$ cat config.mk
export PLATFORM = sky130hd
export DESIGN_NAME = bp_be_instr_buffer
export DESIGN_NICKNAME = d
export VERILOG_FILES = /design/src/rtl/bp_be_pkg.sv /design/src/rtl/bp_be_instr_buffer_mem.sv /design/src/rtl/bp_be_instr_buffer.sv
export SDC_FILE = /design/constraint.sdc
export NUM_CORES = 1
export LEC_CHECK = 0
export ABC_AREA = 1
export CORE_MARGIN = 2
export CORE_UTILIZATION = 50
export DETAILED_ROUTE_END_ITERATION = 10
export PLACE_DENSITY = 0.71
export SLEW_MARGIN = 20
export SYNTH_ARGS = -nofsm -noshare
export SYNTH_HDL_FRONTEND = slang
export SYNTH_SLANG_ARGS = --single-unit
$ cat constraint.sdc
create_clock -name clk_i -period 3 [get_ports clk_i]
set_input_delay 0.45 -clock clk_i [delete_from_list [all_inputs] [get_ports clk_i]]
set_output_delay 0.45 -clock clk_i [all_outputs]
set_load 0.03 [all_outputs]
$ cat src/rtl/bp_be_pkg.sv
// Backend shared types: instruction buffer entry layout and its width helper.
// The declare macro lets a parameterized block build an entry type at its own widths.
`ifndef BP_BE_PKG_SV
`define BP_BE_PKG_SV

`define BP_BE_INSTR_BUFFER_ENTRY_WIDTH(vaddr_width_mp, instr_width_mp) \
    ((vaddr_width_mp) + (instr_width_mp))

`define DECLARE_BP_BE_INSTR_BUFFER_ENTRY_S(vaddr_width_mp, instr_width_mp) \
    typedef struct packed {                                                  \
        logic [(vaddr_width_mp)-1:0] pc;                                      \
        logic [(instr_width_mp)-1:0] instr;                                   \
    } bp_be_instr_buffer_entry_s

package bp_be_pkg;

    localparam int vaddr_width_gp = 39;
    localparam int instr_width_gp = 32;

    `DECLARE_BP_BE_INSTR_BUFFER_ENTRY_S(vaddr_width_gp, instr_width_gp);

endpackage

`endif

$ cat src/rtl/bp_be_instr_buffer_mem.sv
// 1W/1R register file backing the instruction buffer.
// Asynchronous read, synchronous write, storage cleared on reset so reads are never X.
module bp_be_instr_buffer_mem
    import bp_be_pkg::*;
#(
    parameter int els_p   = 8,
    parameter int width_p = `BP_BE_INSTR_BUFFER_ENTRY_WIDTH(vaddr_width_gp, instr_width_gp),
    localparam int addr_width_lp = $clog2(els_p)
) (
    input  logic                     clk_i,
    input  logic                     reset_n_i,
    input  logic                     w_v_i,
    input  logic [addr_width_lp-1:0] w_addr_i,
    input  logic [width_p-1:0]       w_data_i,
    input  logic [addr_width_lp-1:0] r_addr_i,
    output logic [width_p-1:0]       r_data_o
);

    logic [els_p-1:0][width_p-1:0] mem_r;

    always_ff @(posedge clk_i) begin
        if (!reset_n_i)
            mem_r <= '0;
        else if (w_v_i)
            mem_r[w_addr_i] <= w_data_i;
    end

    assign r_data_o = mem_r[r_addr_i];

endmodule

$ cat src/rtl/bp_be_instr_buffer.sv
// Circular FE->decoder instruction buffer; issued entries stay resident until commit
// so a rollback can replay them without refetching.
module bp_be_instr_buffer
    import bp_be_pkg::*;
#(
    parameter int els_p         = 8,
    parameter int vaddr_width_p = vaddr_width_gp,
    parameter int instr_width_p = instr_width_gp,
    localparam int ptr_width_lp = $clog2(els_p) + 1,
    localparam int idx_width_lp = ptr_width_lp - 1,
    localparam int entry_width_lp = `BP_BE_INSTR_BUFFER_ENTRY_WIDTH(vaddr_width_p, instr_width_p)
) (
    input  logic                     clk_i,
    input  logic                     reset_n_i,

    input  logic                     fe_v_i,
    input  logic [vaddr_width_p-1:0] fe_pc_i,
    input  logic [instr_width_p-1:0] fe_instr_i,
    output logic                     fe_ready_o,

    output logic                     issue_v_o,
    output logic [vaddr_width_p-1:0] issue_pc_o,
    output logic [instr_width_p-1:0] issue_instr_o,
    output logic                     fe_nop_v_o,
    input  logic                     issue_yumi_i,

    input  logic                     commit_v_i,
    input  logic                     roll_v_i,
    input  logic                     flush_v_i
);

    `DECLARE_BP_BE_INSTR_BUFFER_ENTRY_S(vaddr_width_p, instr_width_p);

    // Pointers carry an extra wrap bit so full (occ == els_p) and empty are distinct.
    logic [ptr_width_lp-1:0] wptr_r, rptr_r, cptr_r;
    logic [ptr_width_lp-1:0] occ, pend, inflight, cptr_next;
    logic                    enq, yumi;

    bp_be_instr_buffer_entry_s wr_entry, rd_entry;

    assign occ      = wptr_r - cptr_r;
    assign pend     = wptr_r - rptr_r;
    assign inflight = rptr_r - cptr_r;

    assign fe_ready_o = (occ != ptr_width_lp'(els_p));
    assign issue_v_o  = (pend != '0);
    assign fe_nop_v_o = ~issue_v_o;

    assign enq       = fe_v_i & fe_ready_o;
    assign yumi      = issue_yumi_i & issue_v_o;
    assign cptr_next = cptr_r + ptr_width_lp'(commit_v_i);

    always_ff @(posedge clk_i) begin
        if (!reset_n_i || flush_v_i) begin
            wptr_r <= '0;
            rptr_r <= '0;
            cptr_r <= '0;
        end else begin
            wptr_r <= wptr_r + ptr_width_lp'(enq);
            cptr_r <= cptr_next;
            // Rollback rewinds to the post-commit oldest entry; a same-cycle yumi is dropped.
            rptr_r <= roll_v_i ? cptr_next : rptr_r + ptr_width_lp'(yumi);
        end
    end

    assign wr_entry.pc    = fe_pc_i;
    assign wr_entry.instr = fe_instr_i;

    bp_be_instr_buffer_mem #(
        .els_p   (els_p),
        .width_p (entry_width_lp)
    ) mem (
        .clk_i     (clk_i),
        .reset_n_i (reset_n_i),
        .w_v_i     (enq & ~flush_v_i),
        .w_addr_i  (wptr_r[idx_width_lp-1:0]),
        .w_data_i  (wr_entry),
        .r_addr_i  (rptr_r[idx_width_lp-1:0]),
        .r_data_o  (rd_entry)
    );

    assign issue_pc_o    = rd_entry.pc;
    assign issue_instr_o = rd_entry.instr;

    a_yumi_legal: assert property (@(posedge clk_i) disable iff (!reset_n_i || flush_v_i)
        issue_yumi_i |-> issue_v_o)
        else $error("issue_yumi_i while no entry is pending");

    a_commit_legal: assert property (@(posedge clk_i) disable iff (!reset_n_i || flush_v_i)
        commit_v_i |-> ((inflight != '0) || issue_yumi_i))
        else $error("commit_v_i with no issued entry");

endmodule

==> impl.org <==
** Drt
- Sum of routed wire length over all layers :: 71320 µm
- Detailed Route Iter0 Violations :: 1863
- Antenna violation net count after detailed routing :: 0
- Routed met1 length :: 34250 µm
- Via Count :: 25690
- The pre-antenna-repair detailed-routing pass consisted of 5 iterations.
- Via density per instance :: roughly 4.8
- Dividing the detail-routed wire length by the instance count gives 13.28 µm.
- After detailed routing, the number of remaining DRC violations is 0.
- Met2 WL :: 32050 µm
- The routed design uses 3718 µm of met3 wire.
- Max Used Layer :: met5

** STA
- Worst-case clock skew :: 24.41 ps
- TNS Setup :: 0 ps
- Slew Viols, Final :: 0
- The worst pin sits at a relative slew slack of 44.18%.
- Unrepaired setup endpoints after global routing :: false
- Upper clock frequency limit :: ~0.34 GHz
- Counting I/O delays and the setup requirement, the final critical path takes slightly below 3000 ps.
- Setup violations remaining at the end of the flow were counted as 0.
- Of the available clock period, the critical path in the final layout requires a little over nine tenths.
- Setup ws final :: 96.22 ps
- Final count of hold timing violations :: 0
- Hold is met by 224.5 ps.
- Slew at the pin with the worst max-slew slack :: 837.3 ps

** Clock tree
- Number of H-tree levels :: 3
- Latest clock arrival within the worst-skew pair :: 590 ps
- In this run, post-CTS hold repair placed 0 buffers.
- Library cell used as clock root buffer :: clkbuf_16
- Number of buffers created by CTS :: 66
- Max Root-Sink Buffers :: 3
- Clock Pin Slew Worst Setup and Hold Paths :: around 60 ps
- For this design, the sink count on the clock tree is 580.
- TritonCTS built the clock tree.

** Power and ir drop
- Combinational fraction of design power :: 10.7%
- Static Leakage :: 16.66 nW
- Switching Power :: 4.477 mW
- IR analysis of the VDD net gives a maximum drop of around 0.4 mV.
- In this run switching power makes up 25.52% of total power.
- Design Power :: 17.54 mW
- In this run the power density over the cells is 549.1 nW/µm².
- The internal power of the cells totals 13.07 mW.
- Per report_power, the clock group accounts for 44.5% of the total.
- Sequential Power Share :: 44.8%

** Critical path
- The worst setup path is launched from a flop.
- Crit-path max cell delay :: 530 ps
- Data on the critical path is required at its endpoint by about 2600 ps.
- On the critical path, the stage with the largest delay is an instance of dlygate4sd2_1.
- The setup path with the least slack is of type flop to output port.
- Critical path data arrival time :: 2450 ps
- Traced cell by cell, the critical path runs through inv_1 -> ha_1 -> or2_1 -> nand3_1 -> nand2_2 -> nand2_8 -> dlygate4sd2_1.
- Worst r2r path cells :: 14
- Worst reg2reg path startpoint :: rptr_r[1]$_SDFF_PP0_
- In this run the register-to-register setup slack is 350 ps.
- Of all nets on the critical path, the largest fanout is 9.
- The worst register-to-register path ends at rptr_r[2]$_SDFF_PP0_.
- Termination of the worst setup path :: fe_ready_o
- Origin of the worst setup path :: cptr_r[2]$_SDFF_PP0_
- The worst setup path is captured at an output port.

** Placement
- Port bufs :: 151
- Counting tap cells, the placed design contains a total of 5253 instances.
- Gp weighted congestion :: 0.7663
- The HPWL after detailed placement is 37140 µm.
- OpenSTA, run right after detailed placement, puts the worst setup slack at between 200 and 300 ps.

** Synth
- In this run, synthesis produced a sequential element count of 580.
- Synthesis produced a netlist whose cell count is 4675.
- The Yosys step of the flow raised 0 warnings.
- Unique cell type count in the Yosys netlist :: 28
- After synthesis, flip-flops and latches occupy ~41% of the total area.
- The largest total area in the synthesized netlist belongs to dfxtp_1.
- Cell area after synthesis :: 28570 µm²
- Cell types with the largest area share after synthesis :: dfxtp_1 (41%), nor2_1 (16%), nand2_1 (16%)
- Synth Area per Inst :: a little over 6 µm²
- Post-Synthesis Net Count :: 4765
- After synthesis, the largest area contributor takes up about two fifths of total cell area.

** Flow run
- Max-cap violations in this run came to 0.

** Outcome
- The flow ran to the end, and the final reports show no timing, DRC or antenna violations.

** GRT
- Total track usage :: 23.80%
- First-pass GRT wire length :: 117100 µm
- Vias in the first global route :: 22790
- Largest net degree at the start of global routing :: 169
- Initial antenna violation count :: 5
- Total congestion overflow :: 0

** Cells and area
- Summing all multi-input logic gate instances after layout gives between 10000 and 15000 µm².
- From synthesis to final layout, the design area changed by 11.82%.
- Share of layout cells above drive strength 1 :: ~5%
- Counting the fill cells in the layout gives 5551.
- Non-filler cells, final :: 5369
- The sequential cells in the finished layout cover a total of about 12000 µm².
- Post-layout net count :: 4657

** Die
- Top Ports :: 152
- The floorplan has 87 rows.
- After floorplanning, the core was sized to cover 56500 µm².
- Initial Utilization :: approximately half
- Total Die Area :: 59070 µm²
- The die is ~240 µm tall.
- Horizontal die dimension :: 243.1 µm

** Worst hold path
- In this run the worst hold path is classified as input port to flop.
[cell usage after synthesis (all sizes together)]
cell,n
nor3,7
nor2,1223
nand2,1223
nand3,5
a21boi,1
or2,2
o21bai,2
nand4,8
xor2,3
clkbuf,156
ha,12
o21ai,284
buf,211
inv,592
a31oi,71
a221oi,1
a211oi,2
a21oi,288
dfxtp,580
xnor2,4
[cell families (layout without fill, tap and decap cells)]
logic type | Yosys count | after routing | synth area share, %
AO/OA/AOI/OAI | 649 | 649 | 11.74
XOR/XNOR | 7 | 7 | 0.2146
adder cells (fa/ha/maj) | 12 | 12 | 0.5255
buffers and inverters | 959 | 896 | 13.83
flip-flops | 580 | 580 | 40.64
other | 0 | 1 | 0
AND/OR/NAND/NOR | 2468 | 2468 | 33.06
[state kept, by name, indices dropped and copies added, names as in the netlist]
signal and count:
cptr_r 4, mem.mem_r 568, rptr_r 4, wptr_r 4
[power by group through the flow]
stage / sequential (mW) / clock [mW] / combinational (mW)
after global placement: 8.03 / 0 / 1.85
after detailed placement: 8.03 / 0 / 1.86
after CTS: 7.86 / 7.97 / 1.88
after global routing: 7.88 / 8.33 / 2.05
final: 7.87 / 7.80 / 1.88
after floorplan: 8.02 / 0 / 1.24
[area by class of cell]
cell class	count	share of cell area, %
inverter	592	7.037
multi-input combinational	3136	40.84
timing repair buffer	191	6.321
tap	756	2.961
clock inverter	12	0.3759
clock buffer	101	6.093
antenna	1	0.007832
sequential	580	36.37
[worst max-delay path, delay by kind of cell, from the launching register on]
family,cells,cell delay [ps]
buffers and inverters,2,590
AND/OR/NAND/NOR,4,590
flip-flops,1,360
adder cells (fa/ha/maj),1,320
[worst min path at each step]
stage / startpoint / end / slack [ps] / cells past startpoint
6_report: reset_n_i / mem.mem_r[181]$_SDFFE_PN0P_ / 220 / 3
2_1_floorplan: wptr_r[3]$_SDFF_PP0_ / wptr_r[3]$_SDFF_PP0_ / 470 / 2
4_1_cts: reset_n_i / mem.mem_r[320]$_SDFFE_PN0P_ / 180 / 3
3_5_place_dp: mem.mem_r[21]$_SDFFE_PN0P_ / mem.mem_r[21]$_SDFFE_PN0P_ / 490 / 4
5_1_grt: reset_n_i / mem.mem_r[320]$_SDFFE_PN0P_ / 210 / 3
3_3_place_gp: mem.mem_r[54]$_SDFFE_PN0P_ / mem.mem_r[54]$_SDFFE_PN0P_ / 490 / 4
[timing repair]
action                     CTS  global route
gates resized for setup      4            12
pin swaps                    1             1
setup buffers                0             1
setup endpoints to repair    4            27
gates cloned                 1             0
[through the flow]
step | utilization, % | instance area (µm²)
after floorplan | - | 28590
after global placement | 52.72 | 29780
after detailed placement | 52.72 | 29780
after CTS | 56.45 | 31890
after global routing | 56.55 | 31950
final | 56.55 | 31950
[metal layers]
metal | vias up | global-route usage (%)
li1 | 13710 | -
met1 | 11350 | 32.37
met2 | 540 | 39.13
met3 | 81 | 3.516
met4 | 8 | 6.965
met5 | - | 0
[layout by cell type (no fill, tap or decap), drive strengths merged]
cell              n
or2               2
bufbuf            1
clkdlybuf4s50    76
a31oi            71
nand3             5
nor3              7
a21boi            1
bufinv            2
inv             594
a221oi            1
dfxtp           580
a21oi           288
clkinvlp          1
nand4             8
clkinv            7
nor2           1223
diode             1
a211oi            2
o21bai            2
ha               12
nand2          1223
buf             112
o21ai           284
xnor2             4
clkbuf          102
xor2              3
dlygate4sd2       1
No activity file was read; power rests on OpenSTA's default activity.
